**config.mk**
```make
export PLATFORM = sky130hd
export DESIGN_NAME = resp_timer
export DESIGN_NICKNAME = d
export VERILOG_FILES = /design/src/rtl/test_responder_resp_timer.sv
export SDC_FILE = /design/constraint.sdc
export NUM_CORES = 1
export LEC_CHECK = 0
export BUFFER_PORTS_ARGS = -buffer_cell sky130_fd_sc_hd__buf_2
export CORE_AREA = 2 2 39 41
export CTS_BUF_LIST = sky130_fd_sc_hd__clkbuf_4 sky130_fd_sc_hd__clkbuf_8 sky130_fd_sc_hd__clkbuf_16
export DETAILED_ROUTE_END_ITERATION = 7
export DIE_AREA = 0 0 41 43
export GPL_ROUTABILITY_DRIVEN = 0
export GPL_TIMING_DRIVEN = 0
export PLACE_DENSITY = 0.38
export SLEW_MARGIN = 20
export SYNTH_ARGS = -nofsm -noshare
export SYNTH_HDL_FRONTEND = slang
export SYNTH_SLANG_ARGS = --single-unit
export TNS_END_PERCENT = 1
```
**constraint.sdc**
```tcl
create_clock -name clk -period 2.47 [get_ports clk]
set_input_delay 0.494 -clock clk [delete_from_list [all_inputs] [get_ports clk]]
set_output_delay 0.494 -clock clk [all_outputs]
set_load 0.02 [all_outputs]
```
**src/rtl/test_responder_resp_timer.sv**
```systemverilog
// Loadable down-counter shared by the SETTLE and FILL phases of the responder.
module resp_timer #(
  parameter int W = 4
) (
  input  logic         clk,
  input  logic         rst_n,
  input  logic         load,
  input  logic [W-1:0] load_val,
  input  logic         dec,
  output logic         zero
);

  logic [W-1:0] val;

  always_ff @(posedge clk or negedge rst_n) begin
    if (!rst_n) begin
      val <= '0;
    end else if (load) begin
      val <= load_val;
    end else if (dec && (val != '0)) begin
      val <= val - W'(1);
    end
  end

  assign zero = (val == '0);

endmodule

```
Word level (Yosys, flattened, before mapping). Cells that the tools add are included.

$add $sub $neg: 1. Muxes and demuxes: 2. Reductions and logical operators: 4.

Operator list (count): two-way mux 4 bit (2); logical NOT 4 bit (1); nonzero test 4 bit (1); subtractor 4 x 1 -> 4 bit (second input constant) (1); nonzero test 2 bit (1); logical AND 1 bit (1).

Register bits: 4. Input port bits: 8. Output and inout bits: 1. Logic and storage cells: 8.

Depth between registers and ports, before layout. Gate-level depths: netlist of the first run.

Depth after elaboration: 4. Gate-level depth with buffers: 5. Gate-level depth less buffers: 5.

Worst setup path after synthesis of the first run. No wires, ideal clock.

Path kind: reg-to-output. Start point: register val[0]. End point: output zero. Data arrival time: 1.057 ns. Required time: 1.976 ns. Path slack: 0.919 ns. Cell stages (with the launch flop): 4. Buffers on the path: 0. Cells stage by stage: dfrtp_1 -> inv_1 -> ha_1 -> nor3b_2.

Word-level cells in the longest chain between the ends: 1.

RTL lines: from (decl) (line 13) `logic [W-1:0] val;`; from (signal assigned) (line 19) `val <= load_val;`; from (signal assigned) (line 21) `val <= val - W'(1);`; logical NOT 4 bit (line 25) `assign zero = (val == '0);`; to (decl) (line 10) `output logic zero`.

Every way passes these cells.

Worst setup path in the final report of the first run. Ends and elaborated chain as after synthesis.

==> results of run 1 <==
## per-stage QoR
step                hold slack [ns]  cell area, sq um  utilization (%)  total power, mW
detailed placement            0.303               325             23.5            0.129
floorplan                     0.198               270                -            0.114
global placement              0.303               325             23.5            0.128
finish                       0.0591               348             25.1            0.207
global route                 0.0554               348             25.1            0.221
CTS                          0.0522               348             25.1            0.213
## cells by family (layout without fill, tap and decap cells)
group / after synthesis / in the layout
DFF: 4 / 4
adders and majority gates: 1 / 1
and+or+nand+nor: 11 / 11
buffers and inverters: 4 / 14
AOI/OAI and AO/OA: 7 / 7
## layout make-up
type	count	area, sq um	area share (%)
Sequential cell	4	100	28.8
Clock buffer	3	22.5	6.47
Tap cell	16	20.0	5.76
Multi-Input combinational cell	19	148	42.4
Timing Repair Buffer	7	35.0	10.1
Buffer	1	11.3	3.24
Inverter	3	11.3	3.24
## worst max-delay path, delay by kind of cell (launching register included)
| kind | cells | cell delay (ns) |
|---|---|---|
| buffers and inverters | 2 | 0.29 |
| flip-flops | 1 | 0.41 |
| adder cells (fa/ha/maj) | 1 | 0.20 |
| AND/OR/NAND/NOR | 1 | 0.30 |
## where the power goes
group          internal, mW  switching (mW)  leakage (nW)
sequential           0.0740         0.00868        0.0480
combinational        0.0232          0.0211         0.101
clock                0.0543          0.0255        0.0138
## metal layers
layer	global-route usage (%)	vias up
met5	0	-
met4	10.0	0
met3	1.57	0
met2	9.06	6
met1	9.12	104
li1	-	120
## worst max path at each step
stage	endpoint	slack, ns	depth (start not counted)
2_1_floorplan	zero	0.92	3
6_report	zero	0.55	4
5_1_grt	zero	0.44	4
3_5_place_dp	zero	0.77	4
3_3_place_gp	zero	0.80	4
4_1_cts	zero	0.51	4
## synth_stat cells, drive strengths merged
cell    number  area share, %
a21oi        1            1.9
or4          1            2.8
o21ai        2            3.7
o21a         1            2.8
a221o        1            3.7
inv          3            4.2
buf          1            4.2
nor4b        1            5.6
or2b         1            2.8
o31a         1            3.2
nor3         2            3.7
nand2        3            4.2
o211ai       1            4.6
dfrtp        4             37
nor3b        2            7.4
ha           1            4.6
and4b        1            3.7
## placed cells by master (no fill, tap or decap), drive strengths merged, types with 2 or more instances in the layout
| master | instances |
|---|---|
| buf | 8 |
| clkbuf | 3 |
| dfrtp | 4 |
| inv | 3 |
| nand2 | 3 |
| nor3 | 2 |
| nor3b | 2 |
| o21ai | 2 |
==> flow_summary.yaml, run 1 <==
status:
  outcome: "finished clean"
logic_synthesis:
  synth-compound-area-share_pct: 19.9
  yosys.area_share.simple_pct: 30.1
  synth_area_sq_um: 270
  yosysWarnings: 0
  synth_xor_area_share_pct: 0
  synth_fa_ha_area_share_pct: 4.63
  synth_top_family_by_area: "simple AND/OR/NAND/NOR gates"
  ys_seq_area_share_pct: 37.0
  synth_cells: 27
  ys_ff_latch: 4
  avgSynthCellArea_sq_um: 10.0
  yosys-mux-area-fraction_pct: 0
  synth_nets: 36
  synth.distinct_cells: 18
clock_tree:
  cts_sinks: 4
  clkTransAtPathRegs_ns: 0.04
  post_cts_buffers: 0
  cts_buffers: 3
  cts_max_path_buffers: 2
  root_buffer: "clkbuf_4"
  clock_latency_ns: 0.23
  htree_levels: 1
  tritoncts: "built"
  ctsResizeCount: 0
  cts_hold_buf: 0
layout:
  area_growth_pct: 28.7
  layout-drive-gt1-share_pct: 37.8
  top_regs: "val: 4 flops"
  top_register: "val"
  nets: 48
  final_cells: 53
  fill_cells: 156
  antenna_cells: 0
  largest_reg_flops: 4
setup_path:
  path_cells: "inv_1, ha_1, nor3b_2, buf_2"
  cp.required_ns: 1.98
  worstSetupStartpointType: "flop"
  critPathKind: "flop to output port"
  slowest_delay_ns: 0.41
  r2r_start: "val[0]"
  crit_path_max_fanout: 5
  crit_arrival_ns: 1.43
  r2r_end: "val[1]"
  cpMaxStageDelayCell: "dfrtp_1"
  regToRegSetupSlack_ns: 1.01
  worst_setup_path_end_kind: "output port"
  rr_worst_depth: 5
  crit_start: "val[0]"
placed_design:
  io_buffers: 7
  dp_hpwl_um: 431
  dpl.cell_count: 50
  place_ws_ns: 0.770
power:
  peakVddDrop_v: 0.000184
  powerDensity_nw_per_um2: 595
  p_leak_nw: 0.163
routing:
  wl_met3_um: 26
  wl_met1_um: 219
  maxUsedRoutingLayer: "met3"
  routed_wirelength_um: 516
  drc: 0
  wire_per_inst_um: 9.74
  ant_nets: 0
  wl_met2_um: 270
  viasPerCell: 4.34
  drt_iter0_drc: 3
  firstDrtPassIters: 2
  via_count: 230
grt:
  grt_max_degree: 11
  grt_pass1_vias: 202
  gr-total-overflow: 0
  track_usage_pct: 7.56
  grt_pass1_wl_um: 821
  antenna_found_initial: 0
timing:
  setup_ws_ns: 0.546
  rsz0062_at_grt: "no"
  final-hold-violation-count: 0
  setup_viol: 0
  finalClockSkew_ns: 0.000139
  slew_violations: 0
  fmax_mhz: 520
  finalCritPeriodShare_pct: 77.9
  slew_headroom_pct: 81.8
  period_minus_slack_ns: 1.92
  setup-tns-final_ns: 0
  tightest_slew_ns: 0.272
die:
  initial_core_util_pct: 19.5
  ios: 9
  coreArea_sq_um: 1380
  rows: 14
  fp.dieH_um: 43
  chipWidth_um: 41
  fp.dieArea_sq_um: 1760
flow_run:
  max-cap-violations: 0
worst_hold_path:
  hp-class: "input pin to asynchronous set/reset pin"
No activity file was read; power rests on OpenSTA's default activity.
==> run 2, diff against run 1 <==
--- a/config.mk
+++ b/config.mk
@@ -12,7 +12,7 @@
 export DIE_AREA = 0 0 41 43
 export GPL_ROUTABILITY_DRIVEN = 0
 export GPL_TIMING_DRIVEN = 0
-export PLACE_DENSITY = 0.38
+export PLACE_DENSITY = 0.39
 export SLEW_MARGIN = 20
 export SYNTH_ARGS = -nofsm -noshare
 export SYNTH_HDL_FRONTEND = slang
==> constraint.sdc (replaced) <==
create_clock -name clk -period 1.7 [get_ports clk]
set_input_delay 0.34 -clock clk [delete_from_list [all_inputs] [get_ports clk]]
set_output_delay 0.34 -clock clk [all_outputs]
set_load 0.02 [all_outputs]
==> flow_summary.yaml, run 2 (synthesized netlist as in run 1, its figures left out) <==
grt:
  grt_pass1_wl_um: 903
  grt_max_degree: 11
  gr-total-overflow: 0
  grt_use_met2_pct: 11.6
  top_usage_layer: "met2"
  use_met3_pct: 1.57
  grt_pass1_vias: 230
  antenna_found_initial: 0
  track_usage_pct: 7.86
  met1_usage_pct: 8.47
timing:
  slew_violations: 0
  rsz0062_at_grt: "no"
  finalCritPeriodShare_pct: 93.0
  setup_ws_ns: 0.119
  setup_viol: 0
  slew_headroom_pct: 83.2
  period_minus_slack_ns: 1.58
  fmax_mhz: 632
  final-hold-violation-count: 0
  finalClockSkew_ns: 0.00130
  holdWs_ns: 0.314
  setup-tns-final_ns: 0
  tightest_slew_ns: 0.251
power:
  powerDensity_nw_per_um2: 825
  p_comb_share_pct: 26.4
  p_int_mw: 0.234
  peakVddDrop_v: 0.000264
  swShare_pct: 27.3
  p_switching_mw: 0.0878
  p_clk_share_pct: 35.6
  p_leak_nw: 0.175
  seq_power_share_pct: 38.0
layout:
  final_cells: 55
  top_register: "val"
  mostFrequentLayoutCell: "buf_2"
  layout-drive-gt1-share_pct: 41.0
  finish.utilization_pct: 28.2
  largest_reg_flops: 4
  top_regs: "val: 4 flops"
  area_growth_pct: 44.4
  final_cell_mix: "buf_2, dfrtp_1, inv_1, nand2_1, clkbuf_4"
  antenna_cells: 0
  fill_cells: 164
  nets: 50
setup_path:
  cp.depth: 4
  slowest_delay_ns: 0.40
  cp.required_ns: 1.36
  crit_arrival_ns: 1.24
  r2r_end: "val[1]"
  r2r_start: "val[0]"
  crit_end: "zero"
  regToRegSetupSlack_ns: 0.17
  crit_path_max_fanout: 4
  crit_buf_inv: 2
  crit_start: "val[0]"
  rr_worst_depth: 6
  critPathKind: "flop to output port"
  crit_family: "flip-flops"
  worstSetupStartpointType: "flop"
  path_cells: "inv_1, ha_4, nor3b_4, buf_6"
  cpMaxStageDelayCell: "dfrtp_1"
  worst_setup_path_end_kind: "output port"
placed_design:
  io_buffers: 7
  place_ws_ns: 0.173
  dp_hpwl_um: 447
  dpl.cell_count: 50
die:
  rows: 14
  initial_core_util_pct: 19.5
  ios: 9
  chipWidth_um: 41
  fp.dieH_um: 43
  coreArea_sq_um: 1380
  fp.dieArea_sq_um: 1760
clock_tree:
  cts_sinks: 4
  htree_levels: 1
  root_buffer: "clkbuf_4"
  cts_max_path_buffers: 2
  cts_buffers: 3
  tritoncts: "built"
  clkTransAtPathRegs_ns: 0.04
  clock_latency_ns: 0.23
flow_run:
  max-cap-violations: 0
routing:
  wire_per_inst_um: 10.7
  drt_iter0_drc: 3
  drc: 0
  via_count: 237
  ant_nets: 0
  routed_wirelength_um: 586
  viasPerCell: 4.31
  firstDrtPassIters: 4
status:
  outcome: "finished clean"
worst_hold_path:
  hp-class: "input pin to flop"
[run 2: layer usage]
layer | up-vias | share of wire [%]
met5 | - | 0
met4 | 0 | 0
met3 | 0 | 6.3
met2 | 6 | 50
met1 | 107 | 43
li1 | 124 | -
[run 2: worst min path at each step]
stage / to / slack [ns] / startpoint / depth (start not counted)
floorplan: val[0] / 0.04 / rst_n / 0
global placement: val[3] / 0.15 / rst_n / 1
detailed placement: val[2] / 0.15 / rst_n / 1
CTS: val[2] / 0.31 / load_val[2] / 3
global route: val[2] / 0.32 / load_val[2] / 3
finish: val[2] / 0.31 / load_val[2] / 3
[run 2: stage by stage]
stage,cell area [sq um],power [mW]
CTS,374,0.320
detailed placement,325,0.188
global route,390,0.340
global placement,325,0.186
floorplan,270,0.166
finish,390,0.322
[run 2: what timing repair did]
item	4_1_cts	5_1_grt
setup buffers	1	0
gates resized for setup	2	3
hold buffers	1	0
endpoints found under the hold margin	4	0
setup endpoints to repair	1	1
pin swaps	0	1
[run 2: power groups by stage]
stage	registers (mW)	logic [mW]	clock network [mW]
finish	0.122	0.0850	0.115
global route	0.124	0.0927	0.123
CTS	0.123	0.0750	0.122
detailed placement	0.122	0.0663	0
global placement	0.121	0.0645	0
floorplan	0.119	0.0470	0
[run 2: worst register-to-register path, stage by stage, from the launching register on]
cell and delay, ns:
dfrtp_1 0.39, inv_1 0.09, ha_4 0.18, nor3b_4 0.15
buf_4 0.14, or4_1 0.41, o211ai_2 0.09
[run 2: final cells by class]
cell class	count	area, sq um	share of cell area [%]
inverter	3	11.3	2.88
timing repair buffer	9	58.8	15.1
clock buffer	3	22.5	5.77
sequential	4	100	25.6
tap	16	20.0	5.13
multi-input combinational	19	166	42.6
buffer	1	11.3	2.88
